## config.mk

```make
export PLATFORM = sky130hd
export DESIGN_NAME = cv_tile_scheduler
export DESIGN_NICKNAME = d
export VERILOG_FILES = /design/src/rtl/cv_pkg.sv /design/src/rtl/cv_tile_iter.sv /design/src/rtl/cv_tile_scheduler.sv
export SDC_FILE = /design/constraint.sdc
export NUM_CORES = 1
export LEC_CHECK = 0
export ABC_AREA = 1
export ABC_CLOCK_PERIOD_IN_PS = 6300
export BUFFER_PORTS_ARGS = -buffer_cell sky130_fd_sc_hd__clkbuf_2
export CORE_ASPECT_RATIO = 1.2
export CORE_UTILIZATION = 40
export CTS_CLUSTER_DIAMETER = 50
export DETAILED_ROUTE_END_ITERATION = 10
export PLACE_DENSITY_LB_ADDON = 0.12
export SYNTH_ARGS = -nofsm -noshare
export SYNTH_HDL_FRONTEND = slang
export SYNTH_SLANG_ARGS = --single-unit
```

## constraint.sdc

```tcl
create_clock -name clk_i -period 6.3 [get_ports clk_i]
set_input_delay 0.945 -clock clk_i [delete_from_list [all_inputs] [get_ports clk_i]]
set_output_delay 0.945 -clock clk_i [all_outputs]
set_load 0.005 [all_outputs]
```

## src/rtl/cv_pkg.sv

```systemverilog
// Shared types, widths and helpers for the convolution tile scheduler.
package cv_pkg;

  localparam int unsigned CH_W = 11;
  localparam int unsigned SP_W = 8;
  localparam int unsigned K_W  = 5;

  typedef enum logic [3:0] {
    StIdle,
    StCfg,
    StLwReq,
    StLwWait,
    StLifReq,
    StLifWait,
    StCalc,
    StSofReq,
    StSofWait,
    StNext,
    StDone
  } state_e;

  function automatic logic [CH_W-1:0] min_ch(input logic [CH_W-1:0] a,
                                             input logic [CH_W-1:0] b);
    return (a < b) ? a : b;
  endfunction

  function automatic logic [SP_W-1:0] min_sp(input logic [SP_W-1:0] a,
                                             input logic [SP_W-1:0] b);
    return (a < b) ? a : b;
  endfunction

endpackage

```

## src/rtl/cv_tile_iter.sv

```systemverilog
// Nested tile-origin counters (o outermost, then h, then w) stepped by one advance strobe.
module cv_tile_iter
  import cv_pkg::*;
#(
  parameter int unsigned TILE_O  = 16,
  parameter int unsigned TILE_HO = 8,
  parameter int unsigned TILE_WO = 8
) (
  input  logic            clk_i,
  input  logic            rst_n,
  input  logic            clear_i,
  input  logic            adv_i,
  input  logic [CH_W-1:0] o_lim_i,
  input  logic [SP_W-1:0] h_lim_i,
  input  logic [SP_W-1:0] w_lim_i,
  output logic [CH_W-1:0] o_ori_o,
  output logic [SP_W-1:0] h_ori_o,
  output logic [SP_W-1:0] w_ori_o,
  output logic            last_o
);

  localparam logic [CH_W:0] OStep = (CH_W + 1)'(TILE_O);
  localparam logic [SP_W:0] HStep = (SP_W + 1)'(TILE_HO);
  localparam logic [SP_W:0] WStep = (SP_W + 1)'(TILE_WO);

  logic [CH_W-1:0] o_q;
  logic [SP_W-1:0] h_q, w_q;
  logic [CH_W:0]   o_next;
  logic [SP_W:0]   h_next, w_next;
  logic            o_wrap, h_wrap, w_wrap;

  // One extra bit so the step past the limit cannot alias back below it.
  assign o_next = {1'b0, o_q} + OStep;
  assign h_next = {1'b0, h_q} + HStep;
  assign w_next = {1'b0, w_q} + WStep;

  assign o_wrap = o_next >= {1'b0, o_lim_i};
  assign h_wrap = h_next >= {1'b0, h_lim_i};
  assign w_wrap = w_next >= {1'b0, w_lim_i};
  assign last_o = o_wrap & h_wrap & w_wrap;

  always_ff @(posedge clk_i or negedge rst_n) begin
    if (!rst_n) begin
      o_q <= '0;
      h_q <= '0;
      w_q <= '0;
    end else if (clear_i) begin
      o_q <= '0;
      h_q <= '0;
      w_q <= '0;
    end else if (adv_i && !last_o) begin
      if (!w_wrap) begin
        w_q <= w_next[SP_W-1:0];
      end else begin
        w_q <= '0;
        if (!h_wrap) begin
          h_q <= h_next[SP_W-1:0];
        end else begin
          h_q <= '0;
          o_q <= o_next[CH_W-1:0];
        end
      end
    end
  end

  assign o_ori_o = o_q;
  assign h_ori_o = h_q;
  assign w_ori_o = w_q;

endmodule

```

## src/rtl/cv_tile_scheduler.sv

```systemverilog
// Walks one conv layer in output tiles and sequences loader / core commands per tile.
// Optional perf counters are enabled by defining CV_TILE_PERF_CNT_EN.
module cv_tile_scheduler
  import cv_pkg::*;
#(
  parameter int unsigned TILE_O  = 16,
  parameter int unsigned TILE_HO = 8,
  parameter int unsigned TILE_WO = 8
) (
  input  logic            clk_i,
  input  logic            rst_n,
  input  logic            start_i,
  input  logic [CH_W-1:0] I_i,
  input  logic [CH_W-1:0] O_i,
  input  logic [K_W-1:0]  K_i,
  input  logic [CH_W-1:0] H_i,
  input  logic [CH_W-1:0] W_i,
  output logic            busy_o,
  output logic            done_o,
  output logic            err_o,
  output logic [CH_W-1:0] Oori_o,
  output logic [SP_W-1:0] Hori_o,
  output logic [SP_W-1:0] Wori_o,
  output logic [CH_W-1:0] Oext_o,
  output logic [SP_W-1:0] Hext_o,
  output logic [SP_W-1:0] Wext_o,
  output logic            load_weight_o,
  output logic            load_input_o,
  output logic            store_output_o,
  input  logic            ldr_done_i,
  output logic            core_start_o
`ifdef CV_TILE_PERF_CNT_EN
  ,
  output logic [31:0]     perf_cycles_o,
  output logic [31:0]     perf_tiles_o,
  output logic [31:0]     perf_wait_o
`endif
);

  localparam logic [CH_W-1:0] OTile = CH_W'(TILE_O);
  localparam logic [SP_W-1:0] HTile = SP_W'(TILE_HO);
  localparam logic [SP_W-1:0] WTile = SP_W'(TILE_WO);

  state_e          state_q, state_d;
  logic [CH_W-1:0] o_lim_q;
  logic [K_W-1:0]  k_q;
  logic [SP_W-1:0] hout_q, wout_q;
  logic [CH_W-1:0] oext_q;
  logic [SP_W-1:0] hext_q, wext_q;
  logic            err_q;

  logic [CH_W-1:0] k_ext, hout_w, wout_w;
  logic            cfg_bad, accept, last_tile;
  logic [CH_W-1:0] o_ori;
  logic [SP_W-1:0] h_ori, w_ori;

  assign k_ext  = CH_W'(K_i);
  assign hout_w = H_i - k_ext + 11'd1;
  assign wout_w = W_i - k_ext + 11'd1;
  assign cfg_bad = (K_i == '0) || (k_ext > H_i) || (k_ext > W_i) || (I_i == '0) ||
                   (O_i == '0) || (hout_w > 11'd255) || (wout_w > 11'd255);
  assign accept = (state_q == StIdle) && start_i;

  cv_tile_iter #(
    .TILE_O (TILE_O),
    .TILE_HO(TILE_HO),
    .TILE_WO(TILE_WO)
  ) u_iter (
    .clk_i  (clk_i),
    .rst_n  (rst_n),
    .clear_i(accept),
    .adv_i  (state_q == StNext),
    .o_lim_i(o_lim_q),
    .h_lim_i(hout_q),
    .w_lim_i(wout_q),
    .o_ori_o(o_ori),
    .h_ori_o(h_ori),
    .w_ori_o(w_ori),
    .last_o (last_tile)
  );

  always_comb begin
    state_d = state_q;
    unique case (state_q)
      StIdle:    if (start_i) state_d = cfg_bad ? StDone : StCfg;
      StCfg:     state_d = (h_ori == '0 && w_ori == '0) ? StLwReq : StLifReq;
      StLwReq:   state_d = StLwWait;
      StLwWait:  if (ldr_done_i) state_d = StLifReq;
      StLifReq:  state_d = StLifWait;
      StLifWait: if (ldr_done_i) state_d = StCalc;
      StCalc:    state_d = StSofReq;
      StSofReq:  state_d = StSofWait;
      StSofWait: if (ldr_done_i) state_d = StNext;
      StNext:    state_d = last_tile ? StDone : StCfg;
      StDone:    state_d = StIdle;
      default:   state_d = StIdle;
    endcase
  end

  always_ff @(posedge clk_i or negedge rst_n) begin
    if (!rst_n) begin
      state_q <= StIdle;
      o_lim_q <= '0;
      k_q     <= '0;
      hout_q  <= '0;
      wout_q  <= '0;
      oext_q  <= '0;
      hext_q  <= '0;
      wext_q  <= '0;
      err_q   <= 1'b0;
    end else begin
      state_q <= state_d;
      if (accept) begin
        o_lim_q <= O_i;
        k_q     <= K_i;
        hout_q  <= hout_w[SP_W-1:0];
        wout_q  <= wout_w[SP_W-1:0];
        err_q   <= cfg_bad;
      end
      // Extents include the K-1 halo the loader needs on the input side.
      if (state_q == StCfg) begin
        oext_q <= min_ch(OTile, o_lim_q - o_ori);
        hext_q <= min_sp(HTile, hout_q - h_ori) + SP_W'(k_q) - 8'd1;
        wext_q <= min_sp(WTile, wout_q - w_ori) + SP_W'(k_q) - 8'd1;
      end
    end
  end

  assign busy_o         = (state_q != StIdle) && (state_q != StDone);
  assign done_o         = (state_q == StDone);
  assign err_o          = err_q;
  assign load_weight_o  = (state_q == StLwReq);
  assign load_input_o   = (state_q == StLifReq);
  assign core_start_o   = (state_q == StCalc);
  assign store_output_o = (state_q == StSofReq);
  assign Oori_o         = o_ori;
  assign Hori_o         = h_ori;
  assign Wori_o         = w_ori;
  assign Oext_o         = oext_q;
  assign Hext_o         = hext_q;
  assign Wext_o         = wext_q;

`ifdef CV_TILE_PERF_CNT_EN
  logic [31:0] perf_cycles_q, perf_tiles_q, perf_wait_q;
  logic        waiting;

  // The cycle on which ldr_done arrives is a working cycle, not a wait cycle.
  assign waiting = ((state_q == StLwWait) || (state_q == StLifWait) ||
                    (state_q == StSofWait)) && !ldr_done_i;

  always_ff @(posedge clk_i or negedge rst_n) begin
    if (!rst_n) begin
      perf_cycles_q <= '0;
      perf_tiles_q  <= '0;
      perf_wait_q   <= '0;
    end else if (accept) begin
      perf_cycles_q <= '0;
      perf_tiles_q  <= '0;
      perf_wait_q   <= '0;
    end else begin
      if (busy_o && !(&perf_cycles_q)) perf_cycles_q <= perf_cycles_q + 32'd1;
      if ((state_q == StNext) && !(&perf_tiles_q)) perf_tiles_q <= perf_tiles_q + 32'd1;
      if (waiting && !(&perf_wait_q)) perf_wait_q <= perf_wait_q + 32'd1;
    end
  end

  assign perf_cycles_o = perf_cycles_q;
  assign perf_tiles_o  = perf_tiles_q;
  assign perf_wait_o   = perf_wait_q;
`endif

endmodule

```

==> run_results.csv <==
group,metric,value,unit
logic_synthesis,synthArstFlopShare,100,%
timing,hold_violations,0,
final_layout,final_util,46.9,%
die,dieArea,18600,sq um
critical_path,setup.worst_path.end_class,"flop",
global_routing,antenna_found_initial,0,
critical_path,crit_slowest_cell,"dfrtp_1",
placement,portBuffers,103,
die,start_util,41.0,%
clock_network,hold_buffers,0,
route,viasPerCell,4.75,
min_path,hold_end,"Hext_o[1]",
logic_synthesis,synth_edf_count,0,
critical_path,crit_path_max_fanout,5,
power_and_ir_drop,ir_drop,0.149,mV
power_and_ir_drop,power.density,407,nW/um^2
die,die-height,149,microns
logic_synthesis,ys_seq_elements,81,
placement,routabilityCongestion,0.823,
logic_synthesis,synth_top_area_cell,"dfrtp_1",
clock_network,cts_sinks,81,
die,num_rows,53,
critical_path,critPathArrivalTime,3.81,ns
clock_network,htree_levels,3,
timing,fin_crit_sh,56.1,%
logic_synthesis,synth_top_cells_by_count,"nand2_1 (193), inv_1 (175), ha_1 (107), nor2_1 (87), dfrtp_1 (81)",
logic_synthesis,yosysWarnings,0,
die,num_io_pins,114,
final_layout,nFillCells,1817,
route,wl,16900,microns
timing,worst_pin_slew,0.959,ns
clock_network,root_buffer,"clkbuf_16",
timing,fin_tns_setup,0,ns
placement,dpl_cell_area,7940,sq um
critical_path,reg2reg_depth,19,
critical_path,critical_path_class,"reg2reg",
logic_synthesis,synth_cell_types,51,
critical_path,crit-reg2reg-capture,"Wext_o[7]",
critical_path,r2r_start,"u_iter.w_ori_o[3]",
critical_path,crit_buf_inv,2,
timing,fmax,0.283,GHz
clock_network,cts_resized,0,
timing,fin_worst_hold_slack,0.471,ns
logic_synthesis,synth_seq_area_share,28.1,%
global_routing,groute.usage.overall,19.0,%
critical_path,critPathMaxStageDelay,0.43,ns
timing,max_slew_margin,35.7,%
die,core,17600,sq um
route,dr.pass1.iters,5,
timing,clock_skew,0.0102,ns
clock_network,insertion_delay,0.34,ns
critical_path,cp_top_family,"adder cells",
critical_path,path_cells,"inv_1 -> ha_1 -> nand2_1 -> a21oi_1 -> o21ai_0 -> nand3_1 -> a211oi_1 -> nor2b_1 -> nand2_1 -> ha_1 -> inv_1 -> ha_1 -> fa_1 -> a21oi_1 -> nor2_1 -> nor2_1 -> nor2_1 -> o21ai_0 -> a22o_1",
route,antenna_left,0,
logic_synthesis,yosys.area.top_type_share,28.1,%
logic_synthesis,syn_avg_cell_area,7.38,sq um
final_layout,final_layout_size_suffix_gt1_share,14.0,%
logic_synthesis,syn_inst,977,
timing,setup_viol,0,
global_routing,overflow,0,
logic_synthesis,synth-main-ff-cell,"dfrtp_1",
logic_synthesis,synth_area_leaders,"dfrtp_1 (28%), ha_1 (19%), nand2_1 (10%), inv_1 (9.1%), o21ai_0 (5.1%)",
clock_network,post_cts.repair.setup_buffers,0,
min_path,hold_start,"Hext_o[1]",
clock_network,cts_buffers,9,
route,drcViolationCount,0,
clock_network,cts_buffer_depth,2,
logic_synthesis,yosys.cell_count.top_type,"nand2_1",
final_layout,antenna_cells,0,
logic_synthesis,synth_area,7210,sq um
run_status,outcome,"completed",
route,wl_per_cell,12.9,microns
final_layout,fin_nets,1254,
critical_path,startpoint,"u_iter.w_ori_o[3]",
clock_network,path_clk_slew,0.06,ns
timing,drv_slew,0,
global_routing,grt_pass1_wl,28500,microns
timing,fin_crit,3.54,ns
clock_network,cts_tree,"built",
final_layout,design_area,8240,sq um
critical_path,ff2ff_setup_slack,2.76,ns
critical_path,cp-start-kind,"flop",
global_routing,grt_max_degree,63,
route,dr.first_iter.drc_count,248,
min_path,hold_path_class,"reg2reg",
route,vias,6241,
power_and_ir_drop,p_leak,4.54,nW
timing,rsz0062_at_grt,"no",
placement,hpwl,13700,microns
final_layout,areaGrowthSynthToFinish,14.3,%
die,die_w,125,microns
critical_path,required,6.57,ns
global_routing,grt_pass1_vias,6032,
job,cap_violations,0,
min_path,hold-path-cell-count,2,
## routing by layer
layer	GRT usage (%)	vias up	share of wire (%)
met5	0	-	0
met4	4.82	0	1.1
met3	2.58	13	2.8
met2	34.7	117	50
met1	23.5	2782	46
li1	-	3329	-
## per-stage QoR
stage	power, mW	instances	setup slack (ns)
4_1_cts	3.40	1314	2.73
6_report	3.35	1314	2.76
5_1_grt	3.76	1314	2.35
2_1_floorplan	2.32	999	3.13
3_3_place_gp	2.83	1298	2.80
3_5_place_dp	2.85	1298	2.74
## state kept, by name, summed over array words and instances (netlist names)
signal and flops:
o_lim_q 11, Wext_o 8, u_iter.h_ori_o 5, k_q 5
Hext_o 8, err_o 1, u_iter.o_ori_o 7, Oext_o 11
u_iter.w_ori_o 5, hout_q 8, state_q 4, wout_q 8
## where the power goes
group / internal, mW / switching [mW] / total, mW / leakage, nW
Clock: 0.317 / 0.211 / 0.528 / 0.142
Sequential: 0.715 / 0.148 / 0.862 / 1.03
Combinational: 0.770 / 1.19 / 1.96 / 3.37
Total: 1.80 / 1.55 / 3.35 / 4.54
## cell families (layout without fill, tap and decap cells)
family | after synthesis | count (layout) | share of synthesized area [%]
and+or+nand+nor | 390 | 390 | 24.2
buffers and inverters | 206 | 301 | 11.5
AOI/OAI and AO/OA | 152 | 152 | 12.0
adders and majority gates | 112 | 112 | 20.0
DFF | 81 | 81 | 28.1
xor gates and xnor gates | 34 | 34 | 4.13
other | 2 | 24 | 0.104
## placed cells by master, fill, tap and decap left out, types with 9 or more instances in the layout
master     Yosys  layout
nand2_1      193     193
nor3_1        13      13
nand3_1       42      42
nor2_1        87      87
conb_1         2      24
inv_1        175     175
xor2_1        26      26
a21oi_1       32      32
clkbuf_2       1     102
o21ai_0       74      74
ha_1         107     107
dfrtp_1       81      81
nand4_1       18      18
clkbuf_16      0       9
## cell type report
| class | count | area (sq um) | area share (%) |
|---|---|---|---|
| clock inverter | 5 | 55.1 | 0.668 |
| clock buffer | 11 | 243 | 2.95 |
| inverter | 181 | 679 | 8.25 |
| timing repair buffer | 104 | 526 | 6.38 |
| tap | 220 | 275 | 3.34 |
| sequential | 81 | 2030 | 24.6 |
| multi-input combinational | 712 | 4430 | 53.8 |
## worst max path at each step
| stage | slack (ns) | to | cells past startpoint |
|---|---|---|---|
| finish | 2.76 | Wext_o[7] | 19 |
| global route | 2.35 | Wext_o[7] | 17 |
| CTS | 2.73 | Wext_o[7] | 19 |
| detailed placement | 2.74 | Wext_o[7] | 19 |
| global placement | 2.80 | Wext_o[7] | 19 |
| floorplan | 3.13 | Hext_o[7] | 19 |
## tightest hold or removal path, cell delays in order, from the launching register on
cell	delay [ns]
dfrtp_1	0.34
nand2_1	0.05
nand2_1	0.05
(Power assumes the default switching activity.)
